==> src/rtl/clock_divider_bank_if.sv <==
// Config port of the clock divider bank.
// Master issues requests; slave reports ready, error and busy.
interface clock_divider_bank_if #(
  parameter int CHAN_W = 2,
  parameter int CNT_W  = 8
);
  logic              cfg_valid;
  logic              cfg_ready;
  logic [CHAN_W-1:0] cfg_chan;
  logic [CNT_W-1:0]  cfg_half;
  logic              cfg_err;
  logic              busy;

  modport master (
    output cfg_valid,
    output cfg_chan,
    output cfg_half,
    input  cfg_ready,
    input  cfg_err,
    input  busy
  );

  modport slave (
    input  cfg_valid,
    input  cfg_chan,
    input  cfg_half,
    output cfg_ready,
    output cfg_err,
    output busy
  );
endinterface

==> src/rtl/clock_divider_bank.sv <==
// Bank of glitch-free clock dividers with run-time ratio updates.
// Ratio changes land only on a channel's 1->0 period boundary.
module clock_divider_bank #(
  parameter int                N_CHAN       = 4,
  parameter int                CNT_W        = 8,
  parameter int                CHAN_W       = 2,
  parameter logic [CNT_W-1:0]  DEFAULT_HALF = CNT_W'(1),
  parameter logic [N_CHAN-1:0] INVERT_MASK  = '0
) (
  input  logic              clock,
  input  logic              reset,
  input  logic              enable,
  clock_divider_bank_if.slave cfg,
  output logic [N_CHAN-1:0] div_clk,
  output logic [N_CHAN-1:0] rise_tick,
  output logic [N_CHAN-1:0] fall_tick
);

  typedef enum logic [1:0] {
    IDLE,
    PEND,
    DONE
  } state_t;

  state_t                        state;
  logic [CHAN_W-1:0]             pend_chan;
  logic [CNT_W-1:0]              pend_half;
  logic [N_CHAN-1:0]             phase;
  logic [N_CHAN-1:0][CNT_W-1:0]  cnt;
  logic [N_CHAN-1:0][CNT_W-1:0]  half_act;
  logic [N_CHAN-1:0]             apply;
  logic                          chan_bad;

  assign chan_bad = int'(cfg.cfg_chan) >= N_CHAN;

  // Pending update lands at the target's 1->0 edge, or at once when stopped.
  always_comb begin
    apply = '0;
    for (int i = 0; i < N_CHAN; i++) begin
      if (state == PEND && pend_chan == CHAN_W'(i)) begin
        apply[i] = !enable || (cnt[i] == '0 && phase[i]);
      end
    end
  end

  // Config slot: accept, hold until applied, free one edge later.
  always_ff @(posedge clock) begin
    if (!reset) begin
      state         <= IDLE;
      pend_chan     <= '0;
      pend_half     <= '0;
      cfg.cfg_ready <= 1'b1;
      cfg.busy      <= 1'b0;
      cfg.cfg_err   <= 1'b0;
    end else begin
      cfg.cfg_err <= 1'b0;
      unique case (state)
        IDLE: begin
          if (cfg.cfg_valid) begin
            if (chan_bad) begin
              cfg.cfg_err <= 1'b1;
            end else begin
              state         <= PEND;
              pend_chan     <= cfg.cfg_chan;
              pend_half     <= cfg.cfg_half;
              cfg.cfg_ready <= 1'b0;
              cfg.busy      <= 1'b1;
            end
          end
        end
        PEND: begin
          if (|apply) begin
            state <= DONE;
          end
        end
        DONE: begin
          state         <= IDLE;
          cfg.cfg_ready <= 1'b1;
          cfg.busy      <= 1'b0;
        end
        default: begin
          state <= IDLE;
        end
      endcase
    end
  end

  // Per-channel down counters, phase toggle, registered clocks and ticks.
  always_ff @(posedge clock) begin
    if (!reset) begin
      for (int i = 0; i < N_CHAN; i++) begin
        cnt[i]      <= DEFAULT_HALF;
        half_act[i] <= DEFAULT_HALF;
      end
      phase     <= '0;
      div_clk   <= INVERT_MASK;
      rise_tick <= '0;
      fall_tick <= '0;
    end else begin
      rise_tick <= '0;
      fall_tick <= '0;
      for (int i = 0; i < N_CHAN; i++) begin
        if (enable) begin
          if (cnt[i] == '0) begin
            phase[i]     <= ~phase[i];
            div_clk[i]   <= ~phase[i] ^ INVERT_MASK[i];
            rise_tick[i] <= ~phase[i] ^ INVERT_MASK[i];
            fall_tick[i] <= phase[i] ^ INVERT_MASK[i];
            cnt[i]       <= half_act[i];
          end else begin
            cnt[i] <= cnt[i] - 1'b1;
          end
        end
        if (apply[i]) begin
          cnt[i]      <= pend_half;
          half_act[i] <= pend_half;
        end
      end
    end
  end

endmodule
==> src/flat_wrapper.sv <==
// flat-port wrapper written by rule: the top's interface ports become plain ports
module clock_divider_bank_flat 
#(
  parameter int                N_CHAN       = 4,
  parameter int                CNT_W        = 8,
  parameter int                CHAN_W       = 2,
  parameter logic [CNT_W-1:0]  DEFAULT_HALF = CNT_W'(1),
  parameter logic [N_CHAN-1:0] INVERT_MASK  = '0
)
  (clock, reset, enable, div_clk, rise_tick, fall_tick, cfg_cfg_valid, cfg_cfg_chan, cfg_cfg_half, cfg_cfg_ready, cfg_cfg_err, cfg_busy);
  clock_divider_bank_if #(.CHAN_W(CHAN_W), .CNT_W(CNT_W)) cfg_i ();
  input  logic clock;
  input  logic reset;
  input  logic enable;
  output logic [N_CHAN-1:0] div_clk;
  output logic [N_CHAN-1:0] rise_tick;
  output logic [N_CHAN-1:0] fall_tick;
  input wire logic [$bits(cfg_i.cfg_valid)-1:0] cfg_cfg_valid;
  input wire logic [$bits(cfg_i.cfg_chan)-1:0] cfg_cfg_chan;
  input wire logic [$bits(cfg_i.cfg_half)-1:0] cfg_cfg_half;
  output wire logic [$bits(cfg_i.cfg_ready)-1:0] cfg_cfg_ready;
  output wire logic [$bits(cfg_i.cfg_err)-1:0] cfg_cfg_err;
  output wire logic [$bits(cfg_i.busy)-1:0] cfg_busy;
  assign cfg_i.cfg_valid = cfg_cfg_valid;
  assign cfg_i.cfg_chan = cfg_cfg_chan;
  assign cfg_i.cfg_half = cfg_cfg_half;
  assign cfg_cfg_ready = cfg_i.cfg_ready;
  assign cfg_cfg_err = cfg_i.cfg_err;
  assign cfg_busy = cfg_i.busy;
  clock_divider_bank #(.N_CHAN(N_CHAN), .CNT_W(CNT_W), .CHAN_W(CHAN_W), .DEFAULT_HALF(DEFAULT_HALF), .INVERT_MASK(INVERT_MASK)) u_core (.clock(clock), .reset(reset), .enable(enable), .cfg(cfg_i), .div_clk(div_clk), .rise_tick(rise_tick), .fall_tick(fall_tick));
endmodule
==> config.mk <==
export PLATFORM = sky130hd
export DESIGN_NAME = clock_divider_bank_flat
export DESIGN_NICKNAME = d
export VERILOG_FILES = /design/src/rtl/clock_divider_bank_if.sv /design/src/rtl/clock_divider_bank.sv /design/src/flat_wrapper.sv
export SDC_FILE = /design/constraint.sdc
export NUM_CORES = 1
export LEC_CHECK = 0
export CAP_MARGIN = 30
export CORE_ASPECT_RATIO = 0.5
export CORE_MARGIN = 5
export CORE_UTILIZATION = 28
export CTS_BUF_LIST = sky130_fd_sc_hd__clkbuf_16
export DETAILED_ROUTE_END_ITERATION = 12
export DONT_BUFFER_PORTS = 1
export PLACE_DENSITY = 0.41
export RECOVER_POWER = 25
export SETUP_SLACK_MARGIN = 0.3
export SLEW_MARGIN = 5
export SYNTH_ARGS = -nofsm -noshare
export SYNTH_HDL_FRONTEND = slang
export SYNTH_SLANG_ARGS = --single-unit
==> constraint.sdc <==
create_clock -name clock -period 2.4 [get_ports clock]
set_input_delay 0.48 -clock clock [delete_from_list [all_inputs] [get_ports clock]]
set_output_delay 0.48 -clock clock [all_outputs]
set_load 0.01 [all_outputs]
==> summary.txt <==
Timing
  • Number of endpoints failing setup at the final stage: 0
  • Fin Clk Skew: 6.14 ps
  • Max-Slew Margin vs Limit: 49.5%
  • Unrepaired setup endpoints after global routing: false
  • Total count of max-transition violations in the final report: 0
  • Least setup slack across all paths after layout: 400 ps
  • Setup Total Neg Slack: 0 ps
  • Post-route minimum period: 2000 ps
  • Tightest Pin Transition: 758 ps
  • Final count of hold timing violations: 0
  • Tcrit/Tclk final: 83.3%
  • FMAX: 0.500 GHz

Logic synthesis
  • Warnings, synthesis: 0
  • Summed instance area of the synthesized netlist: 4510 um^2
  • Gate count of the mapped netlist: 556
  • Synthesized area divided by synthesized cell count: 8.12 um^2
  • Async S/R FF share, synth: 0%
  • Ys flop type: sky130_fd_sc_hd__dfxtp_1
  • Top cell type's share of synthesized area: 39.9%
  • Sequential-to-total area share from yosys stat: 39.9%
  • Number of distinct library cells after synthesis: 67
  • Post-synthesis cell type with the largest combined area: sky130_fd_sc_hd__dfxtp_1
  • Synth top cells by count: sky130_fd_sc_hd__dfxtp_1, sky130_fd_sc_hd__nand2_1, sky130_fd_sc_hd__nor2_1, sky130_fd_sc_hd__a21oi_1, sky130_fd_sc_hd__o21ai_0
  • Flop and latch count out of synthesis: 90
  • EDFF count, synth: 0
  • Main area contributors after synthesis: sky130_fd_sc_hd__dfxtp_1, sky130_fd_sc_hd__nand2_1, sky130_fd_sc_hd__a21oi_1
  • Synthesized netlist net count: 578

Drt
  • Via count: 4057
  • Initial DRC Count: 374
  • Routed wire length: 13700 um
  • First-pass iteration count of the detailed router: 7
  • Mean routed wirelength per cell: 17.8 um
  • Via density per instance: 5.28
  • Number of remaining DRC errors: 0
  • Antenna Nets Post-Route: 0

GRT
  • Total GRT Usage: 14.4%
  • Initial antenna violation count: 0
  • Total gr overflow: 0
  • Number of global-route vias before repair: 3740
  • Busiest layer in global routing: met2
  • Pin count of the biggest net entering global routing: 46
  • Met3 Use GR: 2.78%
  • Met1 global-route usage: 20.6%
  • Wire length of the first global-routing pass: 21400 um
  • GR Util met2: 22.4%

Clock network
  • Clock slew seen by the registers of the worst setup and hold paths: 70 ps
  • Largest buffer count on any clock path: 2
  • CTS H-tree depth: 3
  • Root buffer cell: sky130_fd_sc_hd__clkbuf_16
  • Clock sink count: 90
  • Clock insertion delay at the later pin of the skew report: 330 ps
  • Number of buffers created by CTS: 9
  • Clock tree from TritonCTS: yes

Pwr
  • Part of the power in registers: 45.8%
  • Combinational share of power: 21.6%
  • Clock network fraction of total power: 32.7%
  • P per Cell Area: 745 nW/um^2
  • Int Pwr: 2.66 mW
  • Worst ir drop on vdd: 0.305 mV
  • Overall power: 3.83 mW
  • Total leakage power: 1.83 nW
  • Net switching component of the power: 1.17 mW
  • Fraction of power spent switching nets: 30.5%

Finish
  • Number of nets in the finished design: 584
  • ANT cells: 0
  • Final standard cell utilization of the core: 32.9%
  • Share of cells above drive strength 1: 15.1%
  • Layout overhead on the synthesized area: 13.8%
  • Final std cell area, no fill: 5140 um^2

Worst setup path
  • Launching element of the worst setup path: u_core.cnt[17]
  • Worst setup path end: u_core.cnt[18]
  • Worst Path Max Fanout: 6
  • Path depth of the worst reg2reg path: 8
  • Launching point of the worst reg2reg path: u_core.cnt[17]
  • Internal reg-to-reg setup slack: 400 ps
  • Required time of the critical path: 2670 ps
  • CP endpoint kind: flip-flop
  • Worst reg2reg endpoint: u_core.cnt[18]
  • Worst Setup Path Type: reg -> reg
  • Kind of start point of the critical path: flip-flop
  • Data arrival time of the critical path: 2270 ps

Floorplanning
  • Std-Cell Core Area: 15600 um^2
  • Die width: 190 um
  • Number of rows in the core area: 32
  • Number of I/O pins: 29
  • Die height: 99.8 um
  • DIE AREA: 18900 um^2
  • Initial core utilization: 28.9%

Place
  • DP Area: 4790 um^2
  • Last weighted congestion value of the routability-driven placer: 0.800
  • Pre-CTS setup slack: 131 ps
  • Port buffer count: 0
  • Detailed placer's ending HPWL: 9170 um

Run status
  • Status: complete, no violations

Worst hold path
  • Worst hold path type: in -> reg
  • Min-Delay Path Depth: 1

Run
  • Max Cap Viol: 0
-- kinds of logic (layout without fill, tap and decap cells) --
logic type	count (synthesis)	count (layout)	share of synthesized area, %
other	1	1	0.0831
buffers and inverters	50	58	5.16
AND/OR/NAND/NOR	214	214	22.8
XOR/XNOR	12	12	2.33
adder cells (fa/ha/maj)	8	8	2.22
AO/OA/AOI/OAI	166	166	24.0
flip-flops	90	90	39.9
multiplexers	15	15	3.44
-- metal layers --
layer / routed length, um / vias up / share of wire [%]
met5: 0 / - / 0
met4: 160 / 0 / 1.2
met3: 520 / 14 / 3.8
met2: 6150 / 90 / 45
met1: 6870 / 1954 / 50
li1: - / 1999 / -
-- power groups by stage --
stage	clock network (mW)	logic [mW]	registers (mW)
final	1.25	0.826	1.75
after global routing	1.36	0.923	1.77
after CTS	1.30	0.798	1.75
after detailed placement	0	0.788	1.78
after global placement	0	0.794	1.78
after floorplan	0	0.633	1.71
-- how the worst min path moves through the flow --
| stage | from | to | slack [ps] |
|---|---|---|---|
| 2_1_floorplan | u_core.half_act[25] | u_core.half_act[25] | 430 |
| 3_3_place_gp | u_core.half_act[20] | u_core.half_act[20] | 440 |
| 3_5_place_dp | u_core.half_act[20] | u_core.half_act[20] | 450 |
| 4_1_cts | reset | u_core.cnt[0] | 220 |
| 5_1_grt | enable | u_core.cnt[25] | 220 |
| 6_report | reset | u_core.cnt[8] | 230 |
-- metrics by stage --
stage          instances  hold slack (ps)
2_1_floorplan        556              429
3_3_place_gp         752              442
3_5_place_dp         752              445
4_1_cts              765              216
5_1_grt              768              218
6_report             768              235
-- area by class of cell --
cell class / count / area [um^2]
timing repair buffer: 29 / 218
fill: 1660 / 10500
tap: 204 / 255
clock inverter: 4 / 22.5
inverter: 16 / 62.6
multi-input combinational: 416 / 2540
clock buffer: 9 / 225
sequential: 90 / 1810
-- critical path, cell delays in order (launching register included) --
cell                      delay, ps
sky130_fd_sc_hd__dfxtp_2        340
sky130_fd_sc_hd__inv_2           80
sky130_fd_sc_hd__ha_4           140
sky130_fd_sc_hd__or3b_4         420
sky130_fd_sc_hd__o31ai_4        320
sky130_fd_sc_hd__and2_4         240
sky130_fd_sc_hd__buf_6          130
sky130_fd_sc_hd__nand2_1         80
sky130_fd_sc_hd__a31oi_1        190
-- registers in the layout (all words and copies together), names as in the netlist, 2 cells and up --
name              count
u_core.pend_chan      2
u_core.half_act      32
u_core.fall_tick      4
u_core.pend_half      8
u_core.state          2
u_core.div_clk        4
u_core.cnt           32
u_core.rise_tick      4
-- placed cells by master, fill, tap and decap left out, types with 5 or more instances in the layout --
cell and count:
sky130_fd_sc_hd__o21ai_0 39, sky130_fd_sc_hd__nand2_1 89, sky130_fd_sc_hd__buf_4 27, sky130_fd_sc_hd__inv_1 14, sky130_fd_sc_hd__mux2i_1 11, sky130_fd_sc_hd__nor2b_1 5
sky130_fd_sc_hd__nor2_1 51, sky130_fd_sc_hd__ha_1 6, sky130_fd_sc_hd__o211ai_1 8, sky130_fd_sc_hd__dfxtp_1 87, sky130_fd_sc_hd__o22ai_1 6, sky130_fd_sc_hd__o221ai_1 7
sky130_fd_sc_hd__xnor2_1 8, sky130_fd_sc_hd__a21oi_1 47, sky130_fd_sc_hd__nand3b_1 5, sky130_fd_sc_hd__clkbuf_16 9, sky130_fd_sc_hd__nor3_1 16, sky130_fd_sc_hd__nand3_1 12
sky130_fd_sc_hd__a31oi_1 18
-- what timing repair did --
item / 4_1_cts / 5_1_grt
endpoints found under the hold margin: 0 / 0
endpoints found under the setup margin: 16 / 38
setup buffers: 0 / 3
gates resized for setup: 4 / 22
pin swaps: 0 / 3
hold buffers: 0 / 0
No activity file was read; power rests on OpenSTA's default activity.
